### src/rtl/relprime_ctrl_pkg.sv
// Shared encodings for the relprime multicycle controller: state codes,
// opcodes, ALU operations and datapath mux selects.
package relprime_ctrl_pkg;

    typedef enum logic [3:0] {
        S_FETCH    = 4'd0,
        S_DECODE   = 4'd1,
        S_EXEC_R   = 4'd2,
        S_WB_R     = 4'd3,
        S_EXEC_I   = 4'd4,
        S_WB_I     = 4'd5,
        S_MEM_ADDR = 4'd6,
        S_MEM_RD   = 4'd7,
        S_MEM_WB   = 4'd8,
        S_MEM_WR   = 4'd9,
        S_BRANCH   = 4'd10,
        S_JUMP     = 4'd11,
        S_HALT     = 4'd12
    } state_t;

    localparam logic [3:0] OP_ADD  = 4'h0;
    localparam logic [3:0] OP_SUB  = 4'h1;
    localparam logic [3:0] OP_AND  = 4'h2;
    localparam logic [3:0] OP_OR   = 4'h3;
    localparam logic [3:0] OP_SLT  = 4'h4;
    localparam logic [3:0] OP_ADDI = 4'h5;
    localparam logic [3:0] OP_LW   = 4'h6;
    localparam logic [3:0] OP_SW   = 4'h7;
    localparam logic [3:0] OP_BEQ  = 4'h8;
    localparam logic [3:0] OP_BNE  = 4'h9;
    localparam logic [3:0] OP_J    = 4'hA;
    localparam logic [3:0] OP_JAL  = 4'hB;
    localparam logic [3:0] OP_HALT = 4'hF;

    localparam logic [2:0] ALU_ADD = 3'd0;
    localparam logic [2:0] ALU_SUB = 3'd1;
    localparam logic [2:0] ALU_AND = 3'd2;
    localparam logic [2:0] ALU_OR  = 3'd3;
    localparam logic [2:0] ALU_SLT = 3'd4;

    localparam logic [2:0] SRCA_PC   = 3'd0;
    localparam logic [2:0] SRCA_REG  = 3'd1;
    localparam logic [2:0] SRCB_REG  = 3'd0;
    localparam logic [2:0] SRCB_TWO  = 3'd1;
    localparam logic [2:0] SRCB_SEXT = 3'd2;
    localparam logic [2:0] SRCB_SHL  = 3'd3;
    localparam logic [2:0] PC_ALU    = 3'd0;
    localparam logic [2:0] PC_BRANCH = 3'd1;
    localparam logic [2:0] PC_JUMP   = 3'd2;
    localparam logic [2:0] M2R_ALU   = 3'd0;
    localparam logic [2:0] M2R_MEM   = 3'd1;
    localparam logic [2:0] M2R_PC    = 3'd2;
    localparam logic [2:0] RD_RT     = 3'd0;
    localparam logic [2:0] RD_RD     = 3'd1;
    localparam logic [2:0] RD_LINK   = 3'd2;

    // States that stall on MemReady and are guarded by the wait timer.
    function automatic logic is_mem_wait(state_t s);
        return (s == S_FETCH) || (s == S_MEM_RD) || (s == S_MEM_WR);
    endfunction

endpackage

### src/rtl/relprime_control_mem_wait_timer.sv
// Memory wait timer: counts stalled cycles, flags the cycle that reaches the limit.
module mem_wait_timer (
    input  logic       clk,
    input  logic       clear,
    input  logic       enable,
    input  logic [7:0] limit,
    output logic       expired
);
    logic [7:0] count_reg;

    always_ff @(posedge clk) begin
        if (clear)
            count_reg <= '0;
        else if (enable)
            count_reg <= count_reg + 8'd1;
    end

    // Combinational so that a MemReady arriving on the limit cycle still wins.
    assign expired = enable && (count_reg == limit - 8'd1);
endmodule

### src/rtl/relprime_control.sv
// Multicycle Moore controller for the relprime 16-bit datapath.
// Optional RetireCount output is built when RELPRIME_RETIRE_COUNT_EN is defined.
module relprime_control
    import relprime_ctrl_pkg::*;
#(
    parameter int MEM_WAIT_MAX = 15
) (
    input  logic       CLK,
    input  logic       Reset_n,
    input  logic [3:0] Opcode,
    input  logic       Zero,
    input  logic       MemReady,
    output logic [2:0] ALUSrcASel,
    output logic [2:0] ALUSrcBSel,
    output logic [2:0] PCSrcSel,
    output logic [2:0] MemtoRegSel,
    output logic [2:0] RegDstSel,
    output logic [2:0] ALUOp,
    output logic       PCWrite,
    output logic       IRWrite,
    output logic       IorD,
    output logic       MemRead,
    output logic       MemWrite,
    output logic       RegWrite,
    output logic       Halted,
    output logic       MemTimeout,
    output logic       IllegalOp,
    output logic [3:0] State
`ifdef RELPRIME_RETIRE_COUNT_EN
    ,
    output logic [15:0] RetireCount
`endif
);
    state_t state_reg, state_next;
    logic   mem_timeout_reg;
    logic   wait_expired;
    logic   pc_write, ir_write, mem_write, reg_write;

    mem_wait_timer u_timer (
        .clk     (CLK),
        .clear   (!Reset_n || (state_next != state_reg)),
        .enable  (is_mem_wait(state_reg) && !MemReady),
        .limit   (8'(MEM_WAIT_MAX)),
        .expired (wait_expired)
    );

    always_ff @(posedge CLK) begin
        if (!Reset_n) begin
            state_reg       <= S_FETCH;
            mem_timeout_reg <= 1'b0;
        end else begin
            state_reg <= state_next;
            if (wait_expired)
                mem_timeout_reg <= 1'b1;
        end
    end

    always_comb begin
        state_next = state_reg;
        unique case (state_reg)
            S_FETCH:    if (MemReady) state_next = S_DECODE;
                        else if (wait_expired) state_next = S_HALT;
            S_DECODE: begin
                case (Opcode)
                    OP_ADD, OP_SUB, OP_AND, OP_OR, OP_SLT: state_next = S_EXEC_R;
                    OP_ADDI:        state_next = S_EXEC_I;
                    OP_LW, OP_SW:   state_next = S_MEM_ADDR;
                    OP_BEQ, OP_BNE: state_next = S_BRANCH;
                    OP_J, OP_JAL:   state_next = S_JUMP;
                    OP_HALT:        state_next = S_HALT;
                    default:        state_next = S_FETCH;
                endcase
            end
            S_EXEC_R:   state_next = S_WB_R;
            S_EXEC_I:   state_next = S_WB_I;
            S_MEM_ADDR: state_next = (Opcode == OP_SW) ? S_MEM_WR : S_MEM_RD;
            S_MEM_RD:   if (MemReady) state_next = S_MEM_WB;
                        else if (wait_expired) state_next = S_HALT;
            S_MEM_WR:   if (MemReady) state_next = S_FETCH;
                        else if (wait_expired) state_next = S_HALT;
            S_HALT:     state_next = S_HALT;
            default:    state_next = S_FETCH;
        endcase
    end

    always_comb begin
        ALUSrcASel  = SRCA_PC;
        ALUSrcBSel  = SRCB_REG;
        PCSrcSel    = PC_ALU;
        MemtoRegSel = M2R_ALU;
        RegDstSel   = RD_RT;
        ALUOp       = ALU_ADD;
        pc_write    = 1'b0;
        ir_write    = 1'b0;
        IorD        = 1'b0;
        MemRead     = 1'b0;
        mem_write   = 1'b0;
        reg_write   = 1'b0;
        Halted      = 1'b0;
        IllegalOp   = 1'b0;
        unique case (state_reg)
            S_FETCH: begin
                MemRead    = 1'b1;
                ALUSrcBSel = SRCB_TWO;
                ir_write   = MemReady;
                pc_write   = MemReady;
            end
            S_DECODE: begin
                ALUSrcBSel = SRCB_SHL;
                IllegalOp  = (Opcode >= 4'hC) && (Opcode <= 4'hE);
            end
            S_EXEC_R: begin
                ALUSrcASel = SRCA_REG;
                ALUOp      = Opcode[2:0];
            end
            S_WB_R: begin
                RegDstSel = RD_RD;
                reg_write = 1'b1;
            end
            S_EXEC_I, S_MEM_ADDR: begin
                ALUSrcASel = SRCA_REG;
                ALUSrcBSel = SRCB_SEXT;
            end
            S_WB_I:   reg_write = 1'b1;
            S_MEM_RD: begin
                IorD    = 1'b1;
                MemRead = 1'b1;
            end
            S_MEM_WB: begin
                MemtoRegSel = M2R_MEM;
                reg_write   = 1'b1;
            end
            S_MEM_WR: begin
                IorD      = 1'b1;
                mem_write = 1'b1;
            end
            S_BRANCH: begin
                ALUSrcASel = SRCA_REG;
                ALUOp      = ALU_SUB;
                PCSrcSel   = PC_BRANCH;
                pc_write   = (Opcode == OP_BNE) ? !Zero : Zero;
            end
            S_JUMP: begin
                PCSrcSel = PC_JUMP;
                pc_write = 1'b1;
                if (Opcode == OP_JAL) begin
                    reg_write   = 1'b1;
                    RegDstSel   = RD_LINK;
                    MemtoRegSel = M2R_PC;
                end
            end
            S_HALT:  Halted = 1'b1;
            default: ;
        endcase
    end

    // Write strobes must be quiet during reset even before the state settles.
    assign PCWrite    = pc_write  && Reset_n;
    assign IRWrite    = ir_write  && Reset_n;
    assign MemWrite   = mem_write && Reset_n;
    assign RegWrite   = reg_write && Reset_n;
    assign MemTimeout = mem_timeout_reg;
    assign State      = state_reg;

`ifdef RELPRIME_RETIRE_COUNT_EN
    logic [15:0] retire_count_reg;

    always_ff @(posedge CLK) begin
        if (!Reset_n)
            retire_count_reg <= '0;
        else if ((state_reg != S_FETCH) && (state_next == S_FETCH))
            retire_count_reg <= retire_count_reg + 16'd1;
    end

    assign RetireCount = retire_count_reg;
`endif
endmodule

### config.mk
export PLATFORM = sky130hd
export DESIGN_NAME = relprime_control
export DESIGN_NICKNAME = d
export VERILOG_FILES = /design/src/rtl/relprime_ctrl_pkg.sv /design/src/rtl/relprime_control_mem_wait_timer.sv /design/src/rtl/relprime_control.sv
export SDC_FILE = /design/constraint.sdc
export NUM_CORES = 1
export LEC_CHECK = 0
export ABC_AREA = 1
export ABC_CLOCK_PERIOD_IN_PS = 1960
export BUFFER_PORTS_ARGS = -buffer_cell sky130_fd_sc_hd__buf_2
export CAP_MARGIN = 10
export CORE_AREA = 2 2 53 80
export DETAILED_ROUTE_END_ITERATION = 10
export DIE_AREA = 0 0 55 82
export PLACE_DENSITY_LB_ADDON = 0.2
export RECOVER_POWER = 25
export REMOVE_ABC_BUFFERS = 1
export SYNTH_ARGS = -nofsm -noshare
export SYNTH_HDL_FRONTEND = slang
export SYNTH_SLANG_ARGS = --single-unit
### constraint.sdc
create_clock -name CLK -period 1.96 [get_ports CLK]
set_input_delay 0.098 -clock CLK [delete_from_list [all_inputs] [get_ports CLK]]
set_output_delay 0.098 -clock CLK [all_outputs]
set_load 0.01 [all_outputs]
==> results of run 1 <==
-- synth_stat cells (all sizes together) --
cell	count	area (µm²)
a21oi	5	28.8
a31oi	1	6.26
buf	9	78.8
clkinv	1	3.75
conb	1	3.75
dfxtp	13	260
ha	2	25.0
inv	29	111
mux2i	1	10.0
nand2	46	213
nand3	15	125
nand4	3	18.8
nor2	47	265
nor3	4	20.0
o211ai	2	15.0
o21a	2	15.0
o21ai	5	25.0
o21bai	1	7.51
or3b	1	8.76
xnor2	3	26.3
xor2	4	35.0
-- metrics by stage --
step	power, mW	setup slack (ns)	std cells	instance area, µm²
final	1.67	0.200	273	1510
after floorplan	1.16	0.267	191	1240
after detailed placement	1.47	0.102	269	1470
after CTS	1.71	0.0552	273	1510
after global placement	1.47	0.0905	269	1470
after global routing	1.82	0.0691	273	1510
-- per-layer routing --
layer	track usage	routed length [µm]	vias to the layer above
li1	-	-	656
met1	0.125	1130	559
met2	0.332	1970	24
met3	0.0164	111	2
met4	0.0585	25	0
met5	0	0	-
-- how the worst max path moves through the flow --
stage | startpoint | to | slack [ns] | depth (start not counted)
after CTS | State[1] | RegWrite | 0.06 | 6
after global routing | State[0] | RegWrite | 0.07 | 6
after detailed placement | State[1] | u_timer.count_reg[5] | 0.10 | 10
after global placement | State[1] | u_timer.count_reg[5] | 0.09 | 10
final | State[0] | RegWrite | 0.20 | 6
after floorplan | State[1] | RegWrite | 0.27 | 5
-- worst reg2reg max path, stage by stage (launching register included) --
cell and delay, ns:
dfxtp_1 0.37, nor2_1 0.26, nand2_2 0.13, nor2_1 0.25, nor2_2 0.10, nand3_2 0.08
nand2_2 0.05, nor2_2 0.14, nand3_4 0.18, nor2_2 0.11
-- area by class of cell --
class | instances | share of cell area
repair buffers | 33 | 0.110
inverters | 30 | 0.0764
well taps | 45 | 0.0374
clock buffers | 4 | 0.0299
multi-input cells | 148 | 0.571
flip-flops and latches | 13 | 0.175
-- cells by family (layout without fill, tap and decap cells) --
group,after synthesis,after routing,share of synthesized area
AOI/OAI and AO/OA,16,16,0.0749
xor gates and xnor gates,7,7,0.0471
adders and majority gates,2,2,0.0192
buffers and inverters,39,67,0.149
DFF,13,13,0.200
muxes,1,1,0.00769
other,1,6,0.00288
and+or+nand+nor,116,116,0.500
-- power breakdown --
part | switching, mW | internal, mW
combinational | 0.688 | 0.360
clock | 0.0901 | 0.143
sequential | 0.0808 | 0.305
total | 0.859 | 0.808
==> metrics, run 1 <==
Crit Path Max Fanout 7; worst clock skew between 0.004 and 0.005 ns; Antenna Nets Post-Route 0; reg2reg path depth 9; fin util 0.391; ant diodes 0; drc violations 0; H-tree Lvls 1; Core Region 0.00385 mm²; IO buf count 32; slowest cell on the critical path dfxtp_1; Critical Path RT 1.86 ns; Max IR drop VDD 0.399 mV; Hold Buf Count CTS 0; Lkg Pwr roughly 0.79 nW; vias in the first global route 1160; Mapped Area approximately 0.0013 mm²; CTS root buffer clkbuf_8; largest net degree at the start of global routing 12; worst skew pair latency 0.24 ns; Worst Path Buf+Inv 2; global-route wire length before repair 4.94 mm; vias post-DR 1241; FP Rows 28; initial antenna violation count 0; family with the most delay on the worst path simple AND/OR/NAND/NOR gates; final setup fails 0; Filler Cell Count ~460; Max Cap Viol 0; Initial Util 0.338; hpwl dp ~2.8 mm; Total Neg Setup Slack 0 ns; Yosys cell types 32; Min-Delay Startpoint Reset_n; crit start category register; Fmax 0.568 GHz; status finished clean; count of yosys warnings during synthesis 0; Power Density 1110 mW/mm²; cells after synthesis 195; crit path capture type primary output; area occupied by multi-input gates 860 µm²; crit path DAT 1.66 ns; GRT Total Usage 0.153; register area share after synthesis 0.200; fin crit share 0.898; clk slew on worst S/H paths 0.06 ns; worst r2r src State[0]; nets 239; Vias per Instance approximately 4.5; io pins 39; area grow syn2layout 15.7%; CTS Buf Count 3; Final Routed Wirelength between 3 and 4 mm; RSZ-0062 raised after global routing false; CTS tree built; drt wl/cell about 12 µm; most common cell after layout, fill and taps aside nand2_1; Hold Path Class primary input to register; CTS Sinks 13; Worst Hold Depth 3; most frequent cells in the layout nand2_1, buf_2, nor2_1, inv_1, nor2_2; Hold Slack 0.139 ns; Detailed Route Iter0 Violations 31; setup bufs post-CTS 0; layout cell share with drive strength beyond 1 0.355; Critical R2R Capture u_timer.count_reg[7]; Placer Congestion 0.749; Max Buffers Root-to-Sink 2; Die ar. between 0.004 and 0.005 mm²; reg2reg setup slack 0.23 ns; flip-flop count of the largest register after layout 8; syn_area_per_cell 6.68 µm²; Final Hold Vio Count 0; Die Y 82 µm; die span in x 55 µm; CTS resizes 0; Slew Limit Fails 0; Tmin final 1.76 ns; synthesized flop and latch total 13; Seq. cell area roughly 260 µm²; CP Class register to primary output; global route total overflow 0; CP max stage delay 0.46 ns; Hold Path Sink State[3]; 1st-pass router iterations 4; critical-path cell list nand2_1 -> nor2_1 -> inv_1 -> nor3_1 -> o21a_1 -> buf_2
Power figures use the tool's default switching activity.
==> run 2, diff against run 1 <==
ABC_CLOCK_PERIOD_IN_PS = 2000   (was 1960)
CORE_AREA = 2 2 57 86   (was 2 2 53 80)
CTS_BUF_LIST = sky130_fd_sc_hd__clkbuf_8   (was unset)
DIE_AREA = 0 0 59 88   (was 0 0 55 82)
clock period = 2 ns   (was 1.96 ns; I/O delays follow)
==> run 2 against run 1 <==
Compared with the run above:
- sequential power is essentially flat
- non-clock buffer count unchanged
- cell count grew 1.1%
- global-route usage down 1.8 points
==> metrics, run 2 (synthesized netlist as in run 1, its figures left out) <==
status finished clean (unchanged); CTS root buffer clkbuf_8 (unchanged); NetSw 869 µW (was 859 µW); initial antenna violation count 0 (unchanged); Die ar. 0.00519 mm² (was 0.00451 mm²); io pins 39 (unchanged); Crit Path Max Fanout 9 (was 7); Final Hold Vio Count 0 (unchanged); worst clock skew 0.000812 ns (was 0.00442 ns); crit path capture type register (was primary output); vias in the first global route 1161 (was 1160); Placer Congestion 0.843 (was 0.749); fin crit share 0.913; drt wl/cell 11.8 µm (was 11.9 µm); Vias per Instance 4.47 (was 4.55); area grow syn2layout 16.1% (was 15.7%); worst skew pair latency 0.24 ns (about the same); clock share of power 0.136 (was 0.140); reg2reg path depth 10 (was 9); CP endpoint u_timer.count_reg[0] (was RegWrite); Hold Path Class primary input to register (unchanged); DP Worst Slack 0.100 ns (was 0.102 ns); most common cell after layout, fill and taps aside nand2_1 (unchanged); Detailed Route Iter0 Violations 35 (was 31); crit start category register (unchanged); crit path DAT 2.00 ns (was 1.66 ns); Filler Cell Count 522 (was 458); most frequent cells in the layout nand2_1, buf_2, nor2_1, inv_1, nor2_2 (unchanged); worst r2r src State[2] (was State[0]); Worst Hold Depth 3 (unchanged); Cell Int Power 789 µW (was 808 µW); GR met1 Demand/Resource 0.127 (was 0.125); 1st-pass router iterations 4 (unchanged); CTS tree built (unchanged); combinational power share 0.633 (was 0.629); Final Routed Wirelength 3.26 mm (was 3.24 mm); Critical Path RT 2.18 ns (was 1.86 ns); H-tree Lvls 1 (unchanged); Max IR drop VDD 0.233 mV (was 0.399 mV); largest net degree at the start of global routing 12 (unchanged); gr busiest metal met2 (unchanged); drc violations 0 (unchanged); met3 usage 0.0162 (was 0.0164); family with the most delay on the worst path simple AND/OR/NAND/NOR gates (unchanged); clk slew on worst S/H paths 0.05 ns (was 0.06 ns); Switching Share 0.524 (was 0.515); RSZ-0062 raised after global routing false (unchanged); FP Rows 30 (was 28); final setup fails 0 (unchanged); Total Neg Setup Slack 0 ns (unchanged); Die Y 88 µm (was 82 µm); Initial Util 0.294 (was 0.338); Max Buffers Root-to-Sink 2 (unchanged); Power Density 1100 mW/mm² (was 1110 mW/mm²); Critical R2R Capture u_timer.count_reg[0] (was u_timer.count_reg[7]); Fmax 0.548 GHz; nets 239 (unchanged); slowest cell on the critical path dfxtp_1 (unchanged); Lkg Pwr 0.787 nW (was 0.795 nW); vias post-DR 1235 (was 1241); global route total overflow 0 (unchanged); critical-path cell list inv_4 -> nor2_1 -> nand2_2 -> nand3_4 -> nand3_2 -> nand3_2 -> nand2_2 -> nor2_2 -> nand3_4 -> nor2_2 (was nand2_1 -> nor2_1 -> inv_1 -> nor3_1 -> o21a_1 -> buf_2); layout cell share with drive strength beyond 1 0.351 (was 0.355); ant diodes 0 (unchanged); global-route wire length before repair 5.28 mm (was 4.94 mm); IO buf count 32 (unchanged); Tmin final 1.83 ns; Critical Path Start State[2] (was State[0]); routing usage on met2 0.269 (was 0.332); Crit path depth 10 (was 6); share of power burned in registers 0.231 (was 0.232); CP Class register to register (was register to primary output); CP max stage delay 0.59 ns (was 0.46 ns); Hold Buf Count CTS 0 (unchanged); hpwl dp 2.83 mm (was 2.77 mm); Antenna Nets Post-Route 0 (unchanged); setup bufs post-CTS 0 (unchanged); Core Region 0.00443 mm² (was 0.00385 mm²); CTS Sinks 13 (unchanged); Hold Slack 0.143 ns (was 0.139 ns); flip-flop count of the largest register after layout 8 (unchanged); GRT Total Usage 0.135 (was 0.153); reg2reg setup slack 0.17 ns (was 0.23 ns); die span in x 59 µm (was 55 µm); CTS Buf Count 3 (unchanged); Slew Limit Fails 0 (unchanged); Max Cap Viol 0 (unchanged); Final WS setup 0.175 ns (was 0.200 ns); Worst Path Buf+Inv 1 (was 2)
## run 2: cell types whose count changed in the layout (fill, tap and decap cells not counted), moves of 2 or more
cell / before / now
nand2_2: 8 / 10
clkbuf_1: 2 / 4
nand2_1: 36 / 34
buf_2: 31 / 28
## run 2: worst min path at each step
stage | start | endpoint | slack, ns
after global placement | Reset_n | State[3] | 0.40
after detailed placement | Reset_n | State[3] | 0.40
final | Reset_n | State[3] | 0.14
after floorplan | Reset_n | State[3] | 0.20
after global routing | Reset_n | State[3] | 0.15
after CTS | Reset_n | State[3] | 0.15
## run 2: cell type report
class                           instances  area [µm²]  area share
Clock inverter                          1        3.75     0.00248
Multi-Input combinational cell        148         867       0.573
Sequential cell                        13         263       0.174
Tap cell                               48        60.1      0.0397
Clock buffer                            3        41.3      0.0273
Inverter                               30         115      0.0761
Timing Repair Buffer                   33         163       0.108
## run 2: timing repair
| action | 4_1_cts | 5_1_grt |
|---|---|---|
| gates resized for setup | 0 | 2 |
| endpoints found under the setup margin | 0 | 9 |
| hold endpoints to repair | 0 | 0 |
## run 2: per-stage QoR
| step | util | cell area, µm² | total power, mW | instances |
|---|---|---|---|---|
| 2_1_floorplan | - | 1240 | 1.14 | 191 |
| 3_3_place_gp | 0.332 | 1470 | 1.46 | 272 |
| 3_5_place_dp | 0.332 | 1470 | 1.45 | 272 |
| 4_1_cts | 0.342 | 1520 | 1.68 | 276 |
| 5_1_grt | 0.342 | 1510 | 1.80 | 276 |
| 6_report | 0.342 | 1510 | 1.66 | 276 |
## run 2: power groups by stage
stage                     clock network (mW)  logic, mW  registers [mW]
after floorplan                            0      0.751           0.389
after global placement                     0       1.07           0.386
after detailed placement                   0       1.06           0.384
after CTS                              0.237       1.07           0.379
after global routing                   0.249       1.16           0.392
final                                  0.226       1.05           0.383
## run 2: layer usage
metal,wire length [µm],vias to the layer above,part of all wire
li1,-,659,-
met1,1180,538,0.36
met2,1850,30,0.57
met3,123,8,0.038
met4,110,0,0.034
met5,0,-,0
## run 2: tightest hold or removal path, delay by kind of cell
kind / cells / cell delay [ns]
buffers and inverters: 2 / 0.17
AND/OR/NAND/NOR: 1 / 0.08
==> run 3, diff against run 2 <==
ABC_CLOCK_PERIOD_IN_PS = 1600   (was 2000)
clock period = 1.6 ns   (was 2 ns; I/O delays follow)
==> run 3 against run 2 <==
Compared with the run above:
- core utilization increased by 13 points
- register-to-register slack got worse by 0.15 ns
- sequential power increased by 28%
- clock skew increased by 0.0023 ns
- design area increased by 38%
- cell count increased by 18%
- global-route usage increased by 1.7 points
- combinational power increased by 100%
- non-clock buffer count increased by 49
- largest cell class unchanged
- largest power group unchanged
==> metrics, run 3 (synthesized netlist as in run 1, its figures left out) <==
Tmin final 1.60 ns; final setup fails 0 (unchanged); CP endpoint RegWrite (was u_timer.count_reg[0]); layout cell share with drive strength beyond 1 0.560 (was 0.351); crit path capture type primary output (was register); CTS root buffer clkbuf_8 (unchanged); worst skew pair latency 0.24 ns (about the same); Initial Util 0.294 (unchanged); CTS Buf Count 3 (unchanged); hpwl dp 3.10 mm (was 2.83 mm); clk slew on worst S/H paths 0.06 ns (was 0.05 ns); Critical R2R Capture u_timer.count_reg[0] (unchanged); io pins 39 (unchanged); fin crit share 0.999; Final Hold Vio Count 0 (unchanged); most common cell after layout, fill and taps aside buf_4 (was nand2_1); met3 usage 0.00886 (was 0.0162); Switching Share 0.462 (was 0.524); Detailed Route Iter0 Violations 57 (was 35); nets 288 (was 239); NetSw 1.35 mW (was 869 µW); GR met1 Demand/Resource 0.146 (was 0.127); die span in x 59 µm (unchanged); 1st-pass router iterations 4 (unchanged); crit path DAT 1.52 ns (was 2.00 ns); worst clock skew 0.00313 ns (was 0.000812 ns); drt wl/cell 11.6 µm (was 11.8 µm); gr busiest metal met2 (unchanged); initial antenna violation count 0 (unchanged); RSZ-0062 raised after global routing true (was false); vias post-DR 1456 (was 1235); Hold Path Class primary input to register (unchanged); routing usage on met2 0.316 (was 0.269); Max Cap Viol 0 (unchanged); Max IR drop VDD 0.607 mV (was 0.233 mV); Cell Int Power 1.57 mW (was 789 µW); Critical Path Start State[2] (unchanged); Critical Path RT 1.52 ns (was 2.18 ns); Core Region 0.00443 mm² (unchanged); Non-Filler Instances 325 (was 276); Final Routed Wirelength 3.79 mm (was 3.26 mm); Placer Congestion 0.825 (was 0.843); drc violations 0 (unchanged); largest net degree at the start of global routing 9 (was 12); placed cells 315 (was 272); IO buf count 32 (unchanged); DP Worst Slack -0.123 ns (was 0.100 ns); Final WS setup 0.00123 ns (was 0.175 ns); share of power burned in registers 0.168 (was 0.231); status finished clean (unchanged); Slew Limit Fails 0 (unchanged); clock share of power 0.099 (was 0.136); Crit Path Max Fanout 5 (was 9); Die ar. 0.00519 mm² (unchanged); reg2reg setup slack 0.02 ns (was 0.17 ns); worst r2r src State[1] (was State[2]); Power Density 1400 mW/mm² (was 1100 mW/mm²); Total Neg Setup Slack 0 ns (unchanged); area grow syn2layout 60.2% (was 16.1%); most frequent cells in the layout buf_4, nand2_1, buf_2, inv_1, nor2_1 (was nand2_1, buf_2, nor2_1, inv_1, nor2_2); Antenna Nets Post-Route 0 (unchanged); flip-flop count of the largest register after layout 8 (unchanged); reg2reg path depth 9 (was 10); Fmax around 0.63 GHz; global route total overflow 0 (unchanged); crit start category register (unchanged); Vias per Instance 4.48 (was 4.47); Lkg Pwr 1.07 nW (was 0.787 nW); Filler Cell Count 465 (was 522); CTS tree built (unchanged); FP Rows 30 (unchanged); GRT Total Usage 0.152 (was 0.135); global-route wire length before repair 6.11 mm (was 5.28 mm); Hold Buf Count CTS 0 (unchanged); ant diodes 0 (unchanged); Die Y 88 µm (unchanged); H-tree Lvls 1 (unchanged); combinational power share 0.733 (was 0.633); vias in the first global route 1408 (was 1161); CP Class register to primary output (was register to register); Max Buffers Root-to-Sink 2 (unchanged); CTS Sinks 13 (unchanged)
-- run 3: metal layers --
metal	wire length, µm	part of all wire
met2	2230	0.59
met1	1320	0.35
met3	123	0.032
met5	0	0
met4	112	0.030
-- run 3: critical path: stages (launching register included) --
cell and delay (ns):
dfxtp_4 0.38, buf_6 0.12, nor2_4 0.13, inv_4 0.07, nor2_4 0.09, inv_2 0.06
nor3_4 0.17, o21a_1 0.13, buf_2 0.12
-- run 3: repair_timing --
action / CTS / global route
cloned: 0 / 0
buffers inserted: 6 / 1
endpoints found under the setup margin: 14 / 13
pin swaps: 16 / 18
gates resized for setup: 39 / 17
-- run 3: worst min-delay path by stage --
| stage | from | to | depth (start not counted) |
|---|---|---|---|
| 2_1_floorplan | Reset_n | State[3] | 2 |
| 3_3_place_gp | Reset_n | State[3] | 3 |
| 3_5_place_dp | Reset_n | State[3] | 3 |
| 4_1_cts | Reset_n | State[3] | 3 |
| 5_1_grt | Reset_n | State[3] | 3 |
| 6_report | Reset_n | State[3] | 3 |
-- run 3: cell type report --
type,instances,area (µm²),area share
Tap cell,48,60.1,0.0288
Clock inverter,1,3.75,0.00180
Timing Repair Buffer,82,563,0.270
Sequential cell,13,277,0.132
Clock buffer,3,41.3,0.0198
Inverter,30,121,0.0582
Multi-Input combinational cell,148,1020,0.489
-- run 3: metrics by stage --
stage / total power [mW] / area [µm²] / util / hold slack, ns
6_report: 2.92 / 2090 / 0.471 / 0.115
5_1_grt: 3.14 / 2090 / 0.471 / 0.121
4_1_cts: 2.85 / 2010 / 0.454 / 0.114
3_5_place_dp: 2.23 / 1790 / 0.405 / 0.380
3_3_place_gp: 2.23 / 1790 / 0.405 / 0.376
2_1_floorplan: 1.42 / 1240 / - / 0.178
-- run 3: power by group through the flow --
| stage | sequential (mW) | clock (mW) | combinational [mW] |
|---|---|---|---|
| global route | 0.498 | 0.315 | 2.33 |
| CTS | 0.486 | 0.307 | 2.06 |
| floorplan | 0.486 | 0 | 0.938 |
| finish | 0.490 | 0.289 | 2.14 |
| detailed placement | 0.453 | 0 | 1.78 |
| global placement | 0.450 | 0 | 1.78 |
